`src/rtl/uart_vitals_rx.sv`:
```
// UART receiver for the 4-byte vitals packet {HR lo, HR hi, SpO2, 8'h0A}; 8N1 by default.
// Define UART_VITALS_RX_PARITY_EN to receive 8E1 frames with even-parity checking.
module uart_vitals_rx #(
  parameter int CLKS_PER_BIT = 434,
  parameter int TIMEOUT_BITS = 20
) (
  input  logic        clk,
  input  logic        rst,
  input  logic        data_rx,
  output logic [15:0] heart_rate,
  output logic [7:0]  spo2,
  output logic        pkt_valid,
  output logic        frame_err,
  output logic        pkt_err,
  output logic        rx_busy
);

  localparam logic [15:0]      HALF_C     = 16'(CLKS_PER_BIT / 2);
  localparam logic [15:0]      LAST_C     = 16'(CLKS_PER_BIT - 1);
  localparam int               TMO_LIMIT  = TIMEOUT_BITS * CLKS_PER_BIT;
  localparam int               TMO_W      = $clog2(TMO_LIMIT + 1);
  localparam logic [TMO_W-1:0] TMO_LAST_C = TMO_W'(TMO_LIMIT - 1);
  localparam logic [TMO_W-1:0] TMO_ONE_C  = TMO_W'(1);
  localparam logic [TMO_W-1:0] TMO_ZERO_C = TMO_W'(0);
  localparam logic [7:0]       TERM_C     = 8'h0A;

`ifdef UART_VITALS_RX_PARITY_EN
  typedef enum logic [2:0] {
    ST_IDLE   = 3'd0,
    ST_START  = 3'd1,
    ST_DATA   = 3'd2,
    ST_PARITY = 3'd3,
    ST_STOP   = 3'd4
  } state_t;

  function automatic logic even_parity_err(input logic [7:0] data, input logic par_bit);
    return ^{data, par_bit};
  endfunction
`else
  typedef enum logic [2:0] {
    ST_IDLE  = 3'd0,
    ST_START = 3'd1,
    ST_DATA  = 3'd2,
    ST_STOP  = 3'd3
  } state_t;
`endif

  logic        sync1_q, sync2_q, rx_prev_q;
  logic        rx_s, fall_s;
  state_t      state_q, state_d;
  logic [15:0] cnt_q, cnt_d;
  logic [2:0]  bit_q, bit_d;
  logic [7:0]  shift_q, shift_d;
  logic        busy_q;
  logic        byte_ok_s, byte_bad_s, start_det_s, par_fail_s;

  logic [1:0]       idx_q, idx_d;
  logic [7:0]       hr_lo_q, hr_lo_d, hr_hi_q, hr_hi_d, spo2_tmp_q, spo2_tmp_d;
  logic [15:0]      heart_rate_q, heart_rate_d;
  logic [7:0]       spo2_q, spo2_d;
  logic             pkt_valid_q, pkt_valid_d;
  logic             pkt_err_q, pkt_err_d;
  logic             frame_err_q, frame_err_d;
  logic [TMO_W-1:0] tmo_q, tmo_d;
  logic             timeout_s;

  assign rx_s   = sync2_q;
  assign fall_s = rx_prev_q & ~sync2_q;

`ifdef UART_VITALS_RX_PARITY_EN
  logic par_err_q, par_err_d;
  assign par_fail_s = par_err_q;
`else
  assign par_fail_s = 1'b0;
`endif

  // Two-flop synchroniser plus one history flop for start-edge detection.
  always_ff @(posedge clk) begin
    if (rst) begin
      sync1_q   <= 1'b1;
      sync2_q   <= 1'b1;
      rx_prev_q <= 1'b1;
    end else begin
      sync1_q   <= data_rx;
      sync2_q   <= sync1_q;
      rx_prev_q <= sync2_q;
    end
  end

  // Bit FSM next-state: all sampling is relative to the start-bit midpoint.
  always_comb begin
    state_d     = state_q;
    cnt_d       = cnt_q;
    bit_d       = bit_q;
    shift_d     = shift_q;
    byte_ok_s   = 1'b0;
    byte_bad_s  = 1'b0;
    start_det_s = 1'b0;
`ifdef UART_VITALS_RX_PARITY_EN
    par_err_d   = par_err_q;
`endif
    case (state_q)
      ST_IDLE: begin
        if (fall_s) begin
          state_d     = ST_START;
          start_det_s = 1'b1;
        end else begin
          state_d = ST_IDLE;
        end
        cnt_d = 16'd0;
      end
      ST_START: begin
        if (cnt_q == HALF_C) begin
          cnt_d = 16'd0;
          bit_d = 3'd0;
          if (rx_s) begin
            state_d = ST_IDLE;
          end else begin
            state_d = ST_DATA;
          end
        end else begin
          cnt_d = cnt_q + 16'd1;
        end
      end
      ST_DATA: begin
        if (cnt_q == LAST_C) begin
          cnt_d   = 16'd0;
          shift_d = {rx_s, shift_q[7:1]};
          bit_d   = bit_q + 3'd1;
          if (bit_q == 3'd7) begin
`ifdef UART_VITALS_RX_PARITY_EN
            state_d = ST_PARITY;
`else
            state_d = ST_STOP;
`endif
          end else begin
            state_d = ST_DATA;
          end
        end else begin
          cnt_d = cnt_q + 16'd1;
        end
      end
`ifdef UART_VITALS_RX_PARITY_EN
      ST_PARITY: begin
        if (cnt_q == LAST_C) begin
          cnt_d     = 16'd0;
          par_err_d = even_parity_err(shift_q, rx_s);
          state_d   = ST_STOP;
        end else begin
          cnt_d = cnt_q + 16'd1;
        end
      end
`endif
      ST_STOP: begin
        // Back to IDLE at the stop midpoint so a following start edge is not missed.
        if (cnt_q == LAST_C) begin
          cnt_d   = 16'd0;
          state_d = ST_IDLE;
          if (rx_s && !par_fail_s) begin
            byte_ok_s = 1'b1;
          end else begin
            byte_bad_s = 1'b1;
          end
        end else begin
          cnt_d = cnt_q + 16'd1;
        end
      end
      default: begin
        state_d = ST_IDLE;
        cnt_d   = 16'd0;
      end
    endcase
  end

  // Bit FSM state register.
  always_ff @(posedge clk) begin
    if (rst) begin
      state_q   <= ST_IDLE;
      cnt_q     <= 16'd0;
      bit_q     <= 3'd0;
      shift_q   <= 8'd0;
      busy_q    <= 1'b0;
`ifdef UART_VITALS_RX_PARITY_EN
      par_err_q <= 1'b0;
`endif
    end else begin
      state_q   <= state_d;
      cnt_q     <= cnt_d;
      bit_q     <= bit_d;
      shift_q   <= shift_d;
      busy_q    <= (state_d != ST_IDLE);
`ifdef UART_VITALS_RX_PARITY_EN
      par_err_q <= par_err_d;
`endif
    end
  end

  assign timeout_s = (idx_q != 2'd0) && !start_det_s && (state_q == ST_IDLE) &&
                     (tmo_q == TMO_LAST_C);

  // Packet assembler and inter-byte timeout; outputs only move on a complete packet.
  always_comb begin
    idx_d        = idx_q;
    hr_lo_d      = hr_lo_q;
    hr_hi_d      = hr_hi_q;
    spo2_tmp_d   = spo2_tmp_q;
    heart_rate_d = heart_rate_q;
    spo2_d       = spo2_q;
    pkt_valid_d  = 1'b0;
    pkt_err_d    = 1'b0;
    frame_err_d  = 1'b0;
    tmo_d        = tmo_q;

    if (byte_bad_s) begin
      frame_err_d = 1'b1;
      idx_d       = 2'd0;
    end else if (byte_ok_s) begin
      case (idx_q)
        2'd0: begin
          hr_lo_d = shift_q;
          idx_d   = 2'd1;
        end
        2'd1: begin
          hr_hi_d = shift_q;
          idx_d   = 2'd2;
        end
        2'd2: begin
          spo2_tmp_d = shift_q;
          idx_d      = 2'd3;
        end
        2'd3: begin
          if (shift_q == TERM_C) begin
            heart_rate_d = {hr_hi_q, hr_lo_q};
            spo2_d       = spo2_tmp_q;
            pkt_valid_d  = 1'b1;
          end else begin
            pkt_err_d = 1'b1;
          end
          idx_d = 2'd0;
        end
        default: begin
          idx_d = 2'd0;
        end
      endcase
    end else if (timeout_s) begin
      pkt_err_d = 1'b1;
      idx_d     = 2'd0;
    end else begin
      idx_d = idx_q;
    end

    if ((idx_q == 2'd0) || start_det_s || timeout_s) begin
      tmo_d = TMO_ZERO_C;
    end else if (state_q == ST_IDLE) begin
      tmo_d = tmo_q + TMO_ONE_C;
    end else begin
      tmo_d = tmo_q;
    end
  end

  // Packet assembler registers.
  always_ff @(posedge clk) begin
    if (rst) begin
      idx_q        <= 2'd0;
      hr_lo_q      <= 8'd0;
      hr_hi_q      <= 8'd0;
      spo2_tmp_q   <= 8'd0;
      heart_rate_q <= 16'd0;
      spo2_q       <= 8'd0;
      pkt_valid_q  <= 1'b0;
      pkt_err_q    <= 1'b0;
      frame_err_q  <= 1'b0;
      tmo_q        <= TMO_ZERO_C;
    end else begin
      idx_q        <= idx_d;
      hr_lo_q      <= hr_lo_d;
      hr_hi_q      <= hr_hi_d;
      spo2_tmp_q   <= spo2_tmp_d;
      heart_rate_q <= heart_rate_d;
      spo2_q       <= spo2_d;
      pkt_valid_q  <= pkt_valid_d;
      pkt_err_q    <= pkt_err_d;
      frame_err_q  <= frame_err_d;
      tmo_q        <= tmo_d;
    end
  end

  assign heart_rate = heart_rate_q;
  assign spo2       = spo2_q;
  assign pkt_valid  = pkt_valid_q;
  assign pkt_err    = pkt_err_q;
  assign frame_err  = frame_err_q;
  assign rx_busy    = busy_q;

endmodule

```
`config.mk`:
```
export PLATFORM = sky130hd
export DESIGN_NAME = uart_vitals_rx
export DESIGN_NICKNAME = d
export VERILOG_FILES = /design/src/rtl/uart_vitals_rx.sv
export SDC_FILE = /design/constraint.sdc
export NUM_CORES = 1
export LEC_CHECK = 0
export CAP_MARGIN = 0
export CORE_ASPECT_RATIO = 0.8
export CORE_MARGIN = 10
export CORE_UTILIZATION = 30
export DETAILED_ROUTE_END_ITERATION = 8
export PLACE_DENSITY = 0.45
export SETUP_SLACK_MARGIN = 0.2
export SYNTH_ARGS = -nofsm -noshare
export SYNTH_HDL_FRONTEND = slang
export SYNTH_SLANG_ARGS = --single-unit
```
`constraint.sdc`:
```
create_clock -name clk -period 3.6 [get_ports clk]
set_clock_uncertainty 0.05 [all_clocks]
set_input_delay 0.36 -clock clk [delete_from_list [all_inputs] [get_ports clk]]
set_output_delay 0.36 -clock clk [all_outputs]
set_load 0.02 [all_outputs]
```
After elaboration in Yosys (flattened, before gate mapping) --
Cells that the tools add are included.
Word-level totals: flip-flop bits (word level) 101
Operators by class: add/subtract/negate cells 3, eq/ne operators 13, mux-type cells 30, bitwise operators 5, reductions and logical operators 22
Operators by type and width (number):
- $mux W16 | 2
- $pmux W16 S2 | 1
- $add A16 B1 Y16 const B | 1
- $eq A16 B8 Y1 const B | 1
- $eq A16 B9 Y1 const B | 1
- $mux W1 | 16
- $mux W3 | 5
- $add A14 B1 Y14 const B | 1
- $eq A14 B14 Y1 const B | 1
- $pmux W3 S4 | 1
- $reduce_and A3 Y1 | 4
- $eq A8 B4 Y1 const B | 1
- $pmux W2 S4 | 1
- $eq A3 B2 Y1 const B | 2
- $mux W2 | 3
- $pmux W3 S2 | 1
- $reduce_bool A2 Y1 | 3
- $reduce_or A2 Y1 | 3
- $eq A2 B2 Y1 const B | 2
- $ne A2 B2 Y1 const B | 2
- $not A1 Y1 | 4
- $reduce_and A4 Y1 | 1
- $reduce_or A4 Y1 | 1
- $add A3 B1 Y3 const B | 1
- other kinds (11) | 14

Logic depth before layout (Yosys ltp) --
word-level depth 10, depth in mapped cells 10, depth with buffers taken out 7

Worst setup path after synthesis --
OpenSTA, ideal clock, no wires.
path kind flip-flop to flip-flop, from register cnt_q[11], to register heart_rate_q[10], in the netlist heart_rate[10], library setup time 143 ps, arrival time 2291 ps, data required time 3407 ps, slack 1116 ps, cell stages (with the launch flop) 9, clock period less this slack 2484 ps, path through dfxtp_1 > or4_4 > or3_1 > buf_6 > or4_4 > buf_6 > buf_12 > nand2_2 > a21oi_2
On the way: cells in the longest elaborated chain, start to end 5, elaborated cells between the ends (all ways) 7
RTL lines:
- from (decl) | RTL line 51 | logic [15:0] cnt_q, cnt_d;
- from (signal assigned) | RTL line 188 | cnt_q <= cnt_d;
- $eq A16 B9 Y1 (*) | RTL line 156 | if (cnt_q == LAST_C) begin
- $mux W1 | RTL line 156
- $mux W1 | RTL line 102 | case (state_q)
- $not A1 Y1 (no source line)
- $reduce_and A4 Y1 (no source line) (*)
- to (signal assigned) | RTL line 279 | heart_rate_q <= heart_rate_d;
- to (decl) | RTL line 59 | logic [15:0] heart_rate_q, heart_rate_d;
Every way passes the cells marked *; elsewhere a longest branch is shown, timed or not. A chain may end at the register's enable or synchronous reset.

Worst setup path after layout --
from register cnt_q[11], to register spo2_q[2], in the netlist spo2[2]
On the way: cells in the longest elaborated chain, start to end 5, elaborated cells between the ends (all ways) 7
RTL lines:
- $eq A16 B9 Y1 (*) | RTL line 156
- $mux W1 | RTL line 156
- $mux W1 | RTL line 102
- $not A1 Y1 (no source line)
- $reduce_and A4 Y1 (no source line) (*)
- to (signal assigned) | RTL line 280 | spo2_q <= spo2_d;
- to (decl) | RTL line 60 | logic [7:0] spo2_q, spo2_d;
Marks and branches as above.

==> out/results.ini <==
[placed_design]
hpwl_mm = 6.315
finalWeightedCongestion = 0.7296
dpl_cell_area_um2 = 4758
portBuffers = 30

[grt]
first_global_vias = 3066
grt_max_degree = 39
grt-ovfl-total = 0
grt.busiest_layer = met2
met1_usage_pct = 12.39
grt_pass1_wl_mm = 15.61
track_usage_pct = 9.606
grtUsageMet2_pct = 14.17
met3_usage_pct = 4.158
antenna_found_initial = 0

[detailed_routing]
drc = 0
final_antenna_net_count = 0
vias_per_cell = 4.552
dr.pass1.iters = 4
drtIter0Drc = 129
vias = 3091
wire_per_inst_um = 13.43
postRouteWirelength_mm = 9.122

[flow_run]
cap_violations = 0

[layout]
layout.nets = 502
drive_gt1_share_pct = 15.15
antenna_cells = 0
multiInputGateArea_um2 = 2151
final-seq-area_um2 = 2022
area_growth_pct = 16.60
fillers = 1468
stdcell_area_um2 = 5071

[synthesis]
synth_top_area_share_pct = 46.49
synthCells = 469
synth.distinct_cells = 46
synthesis.area_um2 = 4349
async_flop_share_pct = 0
avgSynthCellArea_um2 = 9.273
syn_nets = 481
synth_common_cells = dfxtp_1, nor2_1, nand2_1
yosysSeqAreaShare_pct = 46.49
synth.most_common_cell = dfxtp_1
yosys-top-cells-area = dfxtp_1, mux2i_1, nor2_1, nand2_1, a21oi_2
synthFlopType = dfxtp_1
ys_ff_latch = 101
synth-edff-count = 0
yosysTopAreaCell = dfxtp_1
synth_warnings = 0

[timing]
setup_violations = 0
whs_ns = 0.3891
fin_tns_setup_ns = 0
clock.fmax_mhz = 359.4
rsz0062_at_grt = no
finalHoldViolations = 0
worstMarginPinSlew_ns = 0.7970
slew_headroom_pct = 46.87
slew_viol_final = 0
post-route-period-util_pct = 77.29
fin_crit_ns = 2.782

[floorplan]
dieArea_um2 = 19740
die_y_um = 127.7
start_util_pct = 30.52
core_area_um2 = 14250
die_x_um = 154.6
pin_count = 31
fp-row-count = 39

[clock_tree]
clock_latency_ns = 0.35
cts_max_level = 3
clk_pin_slew_ns = 0.07
cts_buffers = 9
clock-sinks = 101
ctsHoldBuffers = 0
cts_resized = 0
clockBufferDepth = 2
post_cts_buffers = 0
clockRootBuffer = clkbuf_16
tritoncts = done

[worst_setup_path]
critPathRequiredTime_ns = 3.75
cpLargestDelayFamily = simple AND/OR/NAND/NOR gates
critical_path.most_common_cell = or4_4
startpoint_type = flop
path_buf_inv = 0
crit_path_end_kind = flop
worstPathCellList = or4_4 > or3_1 > or4_4 > nand2_1 > a21oi_1
crit_type = reg2reg
cpPeakStageDelay_ns = 0.85
slowest_stage = or4_4
worstPathMaxFanout = 24
arrival_ns = 2.93

[power_and_ir_drop]
power_density_nw_per_um2 = 424.4
peakVddDrop_v = 0.0002612
leakage_nw = 1.637

[hold_path]
hold_path_class = reg2reg

[run_status]
status = complete, no violations

-- final timing paths --
check	from	to	slack, ns	cells after the start
worst max-delay path	cnt_q[11]$_SDFF_PP0_	spo2[2]$_SDFFE_PP0P_	0.82	5
worst min-delay path	sync1_q$_SDFF_PP1_	rx_s$_SDFF_PP1_	0.39	1
worst max register to register	cnt_q[11]$_SDFF_PP0_	spo2[2]$_SDFFE_PP0P_	0.82	5
worst min register to register	sync1_q$_SDFF_PP1_	rx_s$_SDFF_PP1_	0.39	1
-- through the flow --
step / power [W] / setup WS (ns) / cells / utilization (%)
finish: 0.002152 / 0.8177 / 679 / 35.59
global route: 0.002234 / 0.6627 / 679 / 35.59
CTS: 0.002199 / 0.7922 / 679 / 35.59
detailed placement: 0.001174 / 0.8093 / 663 / 33.39
global placement: 0.001174 / 0.8501 / 663 / 33.39
floorplan: 0.001167 / 1.116 / 469 / -
-- routing by layer --
| layer | part of all wire [%] | up-vias |
|---|---|---|
| li1 | - | 1626 |
| met2 | 42 | 32 |
| met4 | 1.0 | 0 |
| met3 | 4.7 | 5 |
| met1 | 52 | 1428 |
| met5 | 0 | - |
-- state kept, by name, summed over array words and instances (netlist names), 2 cells and up --
register / cells
hr_hi_q: 8
hr_lo_q: 8
bit_q: 3
shift_q: 8
state_q: 3
spo2: 8
spo2_tmp_q: 8
tmo_q: 14
cnt_q: 16
idx_q: 2
heart_rate: 16
-- power breakdown --
part / total, W / switching, W / internal, W
clock network: 0.00100 / 0.000409 / 0.000595
registers: 0.00112 / 0.00000356 / 0.00112
logic: 0.0000258 / 0.0000192 / 0.00000664
-- cell usage in the layout (no fill, tap or decap), types with 2 or more instances in the layout --
| cell | count |
|---|---|
| and4b_1 | 2 |
| or4_1 | 5 |
| or4_4 | 3 |
| nand4_1 | 5 |
| and4_1 | 2 |
| or3_1 | 5 |
| clkbuf_16 | 9 |
| nand3_1 | 14 |
| mux2i_1 | 29 |
| nor2_1 | 67 |
| buf_4 | 3 |
| and3_1 | 9 |
| xnor2_1 | 13 |
| ha_1 | 9 |
| nor4_1 | 5 |
| nor3_4 | 3 |
| o211ai_1 | 2 |
| a21oi_2 | 20 |
| nor3_2 | 2 |
| clkdlybuf4s50_1 | 29 |
| or2_2 | 4 |
| nand3b_1 | 2 |
| nor3_1 | 9 |
| nand2_2 | 20 |
| xor2_1 | 14 |
| clkbuf_8 | 3 |
| inv_1 | 10 |
| dfxtp_1 | 101 |
| a21oi_1 | 16 |
| nand2_1 | 59 |
-- area by class of cell --
type                       count  share of cell area (%)
clock buffer                  13                   5.329
clock inverter                 3                  0.8389
inverter                      10                  0.7402
multi-input combinational    335                   42.41
sequential                   101                   39.87
tap                          184                   4.540
timing repair buffer          33                   6.267
-- cells by family after synthesis --
| family | Yosys count | synth area share [%] |
|---|---|---|
| buf+inv | 33 | 4.056 |
| compound gates | 43 | 7.480 |
| mux | 29 | 6.674 |
| flops | 101 | 46.49 |
| xor+xnor | 27 | 5.437 |
| other cells | 1 | 0.08622 |
| fa+ha+maj | 9 | 2.589 |
| simple gates | 226 | 27.19 |
No activity file was read; power rests on OpenSTA's default activity.
